$ cat config.mk
export PLATFORM = sky130hd
export DESIGN_NAME = regfile_wr_arbiter_flat
export DESIGN_NICKNAME = d
export VERILOG_FILES = /design/src/rtl/regfile_wr_arbiter_if.sv /design/src/rtl/regfile_wr_arbiter.sv /design/src/flat_wrapper.sv
export SDC_FILE = /design/constraint.sdc
export NUM_CORES = 1
export LEC_CHECK = 0
export CAP_MARGIN = 10
export CORE_MARGIN = 2
export CORE_UTILIZATION = 41
export DETAILED_ROUTE_END_ITERATION = 7
export PLACE_DENSITY = 0.84
export SLEW_MARGIN = 30
export SYNTH_ARGS = -nofsm -noshare
export SYNTH_HDL_FRONTEND = slang
export SYNTH_SLANG_ARGS = --single-unit
$ cat constraint.sdc
create_clock -name clk -period 5.95 [get_ports clk]
set_input_delay 1.785 -clock clk [delete_from_list [all_inputs] [get_ports clk]]
set_output_delay 1.785 -clock clk [all_outputs]
set_load 0.01 [all_outputs]
$ cat src/rtl/regfile_wr_arbiter_if.sv
// Write-port bus between the requesters and the regfile write arbiter.
//
// Handshake: a requester raises req[i] with stable req_addr/req_data slices
// and holds them until it sees grant[i] high for one cycle. In that grant
// cycle it may drop req[i] or present a new item. The new item becomes
// eligible at the following clock edge.
interface regfile_wr_arbiter_if #(
    parameter int NREQ   = 3,
    parameter int ADDR_W = 5,
    parameter int DATA_W = 32
);
    logic [NREQ-1:0]        req;
    logic [NREQ*ADDR_W-1:0] req_addr;
    logic [NREQ*DATA_W-1:0] req_data;
    logic [NREQ-1:0]        grant;
    logic                   wr_en;
    logic [ADDR_W-1:0]      wr_addr;
    logic [DATA_W-1:0]      wr_data;
    logic                   busy;

    // Requester side drives requests and observes grants and the write port.
    modport master (
        output req, req_addr, req_data,
        input  grant, wr_en, wr_addr, wr_data, busy
    );

    // Arbiter side.
    modport slave (
        input  req, req_addr, req_data,
        output grant, wr_en, wr_addr, wr_data, busy
    );
endinterface

$ cat src/rtl/regfile_wr_arbiter.sv
// Register-file write-port arbiter.
// Picks one pending requester per cycle and drives a registered write into
// the 32 x 32 regfile. Writes to $r0 are granted but wr_en stays low.
// The default build uses round-robin priority. Defining ARB_FIXED_PRIO_EN
// removes the rotating pointer, and requester 0 then always has the
// highest priority.
module regfile_wr_arbiter #(
    parameter int NREQ   = 3,
    parameter int ADDR_W = 5,
    parameter int DATA_W = 32
) (
    input  logic                  clk,
    input  logic                  reset,
    regfile_wr_arbiter_if.slave   bus
);

`ifndef ARB_FIXED_PRIO_EN
    localparam int PTR_W = (NREQ > 1) ? $clog2(NREQ) : 1;
    logic [PTR_W-1:0]  ptr;
    logic [PTR_W-1:0]  ptr_nxt;
`endif

    logic [NREQ-1:0]   grant_q;
    logic              wr_en_q;
    logic [ADDR_W-1:0] wr_addr_q;
    logic [DATA_W-1:0] wr_data_q;

    logic [NREQ-1:0]   eff;
    logic              found;
    logic [NREQ-1:0]   gnt_nxt;
    logic [ADDR_W-1:0] addr_sel;
    logic [DATA_W-1:0] data_sel;

    // A requester granted this cycle is masked so a held req is not served twice.
    assign eff = bus.req & ~grant_q;

    // More than one eligible request means somebody has to wait.
    assign bus.busy = |(eff & (eff - NREQ'(1)));

    // Pick the winner. Round-robin first scans from ptr upward, then wraps to index 0.
    always_comb begin
        found    = 1'b0;
        gnt_nxt  = '0;
        addr_sel = '0;
        data_sel = '0;
`ifndef ARB_FIXED_PRIO_EN
        ptr_nxt  = ptr;
        for (int i = 0; i < NREQ; i++) begin
            if (!found && eff[i] && (i >= int'(ptr))) begin
                found      = 1'b1;
                gnt_nxt[i] = 1'b1;
                addr_sel   = bus.req_addr[i*ADDR_W +: ADDR_W];
                data_sel   = bus.req_data[i*DATA_W +: DATA_W];
                ptr_nxt    = (i == NREQ - 1) ? '0 : PTR_W'(i + 1);
            end
        end
`endif
        for (int i = 0; i < NREQ; i++) begin
            if (!found && eff[i]) begin
                found      = 1'b1;
                gnt_nxt[i] = 1'b1;
                addr_sel   = bus.req_addr[i*ADDR_W +: ADDR_W];
                data_sel   = bus.req_data[i*DATA_W +: DATA_W];
`ifndef ARB_FIXED_PRIO_EN
                ptr_nxt    = (i == NREQ - 1) ? '0 : PTR_W'(i + 1);
`endif
            end
        end
    end

    // Register grant and write port. Address and data hold when the cycle is idle.
    always_ff @(posedge clk or negedge reset) begin
        if (!reset) begin
            grant_q   <= '0;
            wr_en_q   <= 1'b0;
            wr_addr_q <= '0;
            wr_data_q <= '0;
        end else if (found) begin
            grant_q   <= gnt_nxt;
            wr_en_q   <= |addr_sel;
            wr_addr_q <= addr_sel;
            wr_data_q <= data_sel;
        end else begin
            grant_q   <= '0;
            wr_en_q   <= 1'b0;
        end
    end

`ifndef ARB_FIXED_PRIO_EN
    // The pointer moves one past the winner and holds when the cycle is idle.
    always_ff @(posedge clk or negedge reset) begin
        if (!reset) begin
            ptr <= '0;
        end else begin
            ptr <= ptr_nxt;
        end
    end
`endif

    assign bus.grant   = grant_q;
    assign bus.wr_en   = wr_en_q;
    assign bus.wr_addr = wr_addr_q;
    assign bus.wr_data = wr_data_q;

endmodule

$ cat src/flat_wrapper.sv
// flat-port wrapper written by rule: the top's interface ports become plain ports
module regfile_wr_arbiter_flat 
#(
    parameter int NREQ   = 3,
    parameter int ADDR_W = 5,
    parameter int DATA_W = 32
)
  (clk, reset, bus_req, bus_req_addr, bus_req_data, bus_grant, bus_wr_en, bus_wr_addr, bus_wr_data, bus_busy);
  regfile_wr_arbiter_if #(.NREQ(NREQ), .ADDR_W(ADDR_W), .DATA_W(DATA_W)) bus_i ();
  input  logic clk;
  input  logic reset;
  input wire logic [$bits(bus_i.req)-1:0] bus_req;
  input wire logic [$bits(bus_i.req_addr)-1:0] bus_req_addr;
  input wire logic [$bits(bus_i.req_data)-1:0] bus_req_data;
  output wire logic [$bits(bus_i.grant)-1:0] bus_grant;
  output wire logic [$bits(bus_i.wr_en)-1:0] bus_wr_en;
  output wire logic [$bits(bus_i.wr_addr)-1:0] bus_wr_addr;
  output wire logic [$bits(bus_i.wr_data)-1:0] bus_wr_data;
  output wire logic [$bits(bus_i.busy)-1:0] bus_busy;
  assign bus_i.req = bus_req;
  assign bus_i.req_addr = bus_req_addr;
  assign bus_i.req_data = bus_req_data;
  assign bus_grant = bus_i.grant;
  assign bus_wr_en = bus_i.wr_en;
  assign bus_wr_addr = bus_i.wr_addr;
  assign bus_wr_data = bus_i.wr_data;
  assign bus_busy = bus_i.busy;
  regfile_wr_arbiter #(.NREQ(NREQ), .ADDR_W(ADDR_W), .DATA_W(DATA_W)) u_core (.clk(clk), .reset(reset), .bus(bus_i));
endmodule
==> impl_table.tex <==
\begin{tabular}{lr}
\hline
Metric & Value \\
\hline
\multicolumn{2}{l}{\textbf{Run status}} \\
\quad Status & finished, final reports clean \\
\multicolumn{2}{l}{\textbf{Floorplanning}} \\
\quad Ports & 158 \\
\quad Die width & 84.11 µm \\
\quad Die height & 84.11 µm \\
\quad Placement Rows & 29 \\
\quad Floorplan Core Area & 6277 µm² \\
\quad Initial standard-cell utilization of the core & 41.92\% \\
\quad Die Footprint & 7074 µm² \\
\multicolumn{2}{l}{\textbf{Drt}} \\
\quad Detailed-routing iteration count for the pre-antenna-repair pass & 5 \\
\quad Drt total wl & 9302 µm \\
\quad Post-DR wirelength/cell & 18.20 µm \\
\quad Final ANT Viol Nets & 0 \\
\quad Ratio of routed vias to standard cells & 5.994 \\
\quad Iteration-0 DRC count of the detailed router & 258 \\
\quad Total vias in the final route & 3,063 \\
\quad DRC violations left & 0 \\
\multicolumn{2}{l}{\textbf{STA}} \\
\quad Skew final & 0.006338 ns \\
\quad Post-layout minimum cycle time & 5.299 ns \\
\quad Smallest hold slack & 0.4869 ns \\
\quad Final setup violation count & 0 \\
\quad Worst Tran Pin Value & 0.8031 ns \\
\quad Pins Over Slew Limit & 0 \\
\quad Highest Clock Rate & 0.1887 GHz \\
\quad TNS Setup & 0 ns \\
\quad Worst slew margin & 46.29\% \\
\quad Setup repair after global routing missed its margin & no \\
\quad Final Cycle Share & 89.06\% \\
\quad Number of hold violations in the final report & 0 \\
\multicolumn{2}{l}{\textbf{Synth}} \\
\quad Netlist area before placement & 2631 µm² \\
\quad Synth cell count leaders & nand2\_1, dfrtp\_1, a21oi\_1, a221oi\_1, a221o\_1 \\
\quad Number of distinct standard cells referenced by the synthesized netlist & 39 \\
\quad Count of flip-flops with a built-in enable after synthesis & 0 \\
\quad Proportion of synthesized chip area in sequential cells & 40.89\% \\
\quad Dominant register cell in the synthesized netlist & dfrtp\_1 \\
\quad Dominant cell by count in the synthesized netlist & nand2\_1 \\
\quad Register bit total from synthesis & 43 \\
\quad Largest area contributor in the synthesized netlist & dfrtp\_1 \\
\quad Proportion of register bits with asynchronous set or reset after synthesis & 100.0\% \\
\quad Syn\_area\_per\_cell & 9.073 µm² \\
\quad Leading cell types by total area after synthesis & dfrtp\_1, a221o\_1, a221oi\_1 \\
\quad Count of yosys warnings during synthesis & 0 \\
\quad Synthesized netlist net count & 406 \\
\quad Area fraction of the dominant cell type after synthesis & 40.89\% \\
\quad Cell count after synthesis & 290 \\
\multicolumn{2}{l}{\textbf{Power and ir drop}} \\
\quad PwrDens & 419.7 nW/µm² \\
\quad Leakage power total & 1.700 nW \\
\quad Worst-case vdd ir drop & 0.0002215 V \\
\multicolumn{2}{l}{\textbf{Clock tree}} \\
\quad Setup bufs post-CTS & 0 \\
\quad Level count of the clock H-tree & 2 \\
\quad Number of instances resized during post-cts repair & 0 \\
\quad Skew-Pair Late Insertion Delay & 0.30 ns \\
\quad Number of buffers on the longest clock path & 2 \\
\quad Clock transition at path regs & 0.08 ns \\
\quad Clock tree from TritonCTS & built \\
\quad Clock tree sinks & 43 \\
\quad Clock root buffer & clkbuf\_8 \\
\quad Hold buffer count at cts & 0 \\
\quad CTS Buf Count & 5 \\
\multicolumn{2}{l}{\textbf{Critical path}} \\
\quad Largest stage delay on the critical path & 0.57 ns \\
\quad Count of buffering cells on the critical path with inverters included & 2 \\
\quad Required time at the worst-slack endpoint & 4.16 ns \\
\quad Slowest library cell on the worst path & clkdlybuf4s50\_1 \\
\quad Critical path launch point type & input pin \\
\quad Worst path most repeated cell & clkdlybuf4s50\_1 \\
\quad Data arrival time of the worst path & 3.51 ns \\
\quad Ordered list of cells on the worst path & clkdlybuf4s50\_1 > nand2b\_1 > nand2\_4 > nand2\_1 > o21ai\_0 > clkdlybuf4s50\_1 \\
\quad Worst Setup Path Type & input pin to output port \\
\quad Maximum fanout along the worst path & 10 \\
\quad Top cell family by delay on the critical path & buffers and inverters \\
\quad Sort of element at the end of the critical path & output port \\
\multicolumn{2}{l}{\textbf{Finish}} \\
\quad Number of nets at the end of the flow & 549 \\
\quad Utilization after layout & 69.28\% \\
\quad Area of combinational cells with multiple inputs & 1451 µm² \\
\quad Synthesis-to-finish area growth & 65.29\% \\
\quad Proportion of layout cells with a drive suffix above 1 & 6.682\% \\
\quad N\_diodes & 0 \\
\quad Filler cells & 497 \\
\quad Storage element area & 1076 µm² \\
\multicolumn{2}{l}{\textbf{Global routing}} \\
\quad Initial antenna violation count & 0 \\
\quad Number of global-route vias before repair & 2,986 \\
\quad Overall track demand over capacity in global routing & 25.56\% \\
\quad First-pass GRT wire length & 14,730 µm \\
\quad Overflow left after global routing & 0 \\
\quad Largest net degree at the start of global routing & 44 \\
\multicolumn{2}{l}{\textbf{Min path}} \\
\quad Hold Crit Class & flop to flop \\
\multicolumn{2}{l}{\textbf{Place}} \\
\quad Half-perimeter wire length of the detailed placement result & 6601 µm \\
\quad Port Buffer Count & 157 \\
\quad RD Place Congestion & 0.8890 \\
\multicolumn{2}{l}{\textbf{Job}} \\
\quad Reported max-cap violation count & 0 \\
\hline
\end{tabular}
[worst paths after layout]
path	startpoint	end	slack, ns	depth (start not counted)
max	bus_req[0]	bus_busy	0.65	6
min	u_core.bus.wr_addr[0]$_DFFE_PN0P_	u_core.bus.wr_addr[0]$_DFFE_PN0P_	0.49	2
max reg2reg	u_core.ptr[1]$_DFFE_PN0P_	u_core.bus.wr_en$_DFF_PN0_	3.21	7
min reg2reg	u_core.bus.wr_addr[0]$_DFFE_PN0P_	u_core.bus.wr_addr[0]$_DFFE_PN0P_	0.49	2
max in group asynchronous	reset	u_core.bus.wr_data[19]$_DFFE_PN0P_	4.09	1
min in group asynchronous	reset	u_core.bus.wr_data[28]$_DFFE_PN0P_	1.45	1
[area by class of cell]
| class | instances | share of cell area, % |
|---|---|---|
| clock buffers | 7 | 2.215 |
| clock inverters | 1 | 0.1726 |
| inverters | 2 | 0.1726 |
| multi-input cells | 218 | 33.37 |
| flip-flops and latches | 43 | 24.74 |
| well taps | 77 | 2.215 |
| repair buffers | 163 | 37.11 |
[report_power, final]
part,total [W],switching [W],leakage [nW],internal [W]
Combinational,0.00107,0.000511,1.12,0.000555
Sequential,0.000547,0.000116,0.528,0.000431
Clock,0.000212,0.000107,0.0505,0.000106
[layer usage]
metal | GRT usage, % | share of wire (%) | up-vias
met5 | 0 | 0 | -
met4 | 6.012 | 1.3 | 0
met3 | 5.638 | 7.5 | 15
met2 | 43.36 | 51 | 170
met1 | 33.38 | 41 | 1450
li1 | - | - | 1428
[placed cells by master (no fill, tap or decap), types with 4 or more instances in the layout]
master / Yosys / final
nor2_1: 12 / 10
buf_4: 2 / 7
a222oi_1: 7 / 7
a221oi_1: 26 / 26
o21ai_0: 11 / 11
o221ai_1: 4 / 4
a221o_1: 25 / 25
nor3_1: 7 / 6
dfrtp_1: 43 / 43
nand3_1: 4 / 4
clkbuf_8: 0 / 7
nand2_1: 51 / 51
a21oi_1: 38 / 37
a21o_1: 5 / 5
clkdlybuf4s50_1: 0 / 156
[cells by family (layout without fill, tap and decap cells)]
kind of cell	after synthesis	in the layout	share of synthesized area, %
buf+inv	29	173	5.326
compound gates	126	126	37.19
flops	43	43	40.89
simple gates	92	92	16.60
[flip-flops by register name, summed over array words and instances, names as in the netlist]
| signal | count |
|---|---|
| u_core.bus.wr_addr | 5 |
| u_core.ptr | 2 |
| u_core.bus.grant | 3 |
| u_core.bus.wr_data | 32 |
| u_core.bus.wr_en | 1 |
[worst reg2reg max path, delay by kind of cell (launching register included)]
kind	cells	cell delay, ns
AO/OA/AOI/OAI	3	0.59
buffers and inverters	1	0.26
flip-flops	1	0.76
AND/OR/NAND/NOR	3	1.01
[metrics by stage]
step | std cells | power [W] | worst slack, ns | instance area (µm²)
5_1_grt | 511 | 0.001935 | 0.5485 | 4349
3_5_place_dp | 502 | 0.001603 | 0.6414 | 4238
6_report | 511 | 0.001825 | 0.6510 | 4349
2_1_floorplan | 290 | 0.001114 | 1.447 | 2631
3_3_place_gp | 502 | 0.001574 | 0.6980 | 4223
4_1_cts | 510 | 0.001822 | 0.6304 | 4342
Note: power is estimated with default switching activity, not from simulation.
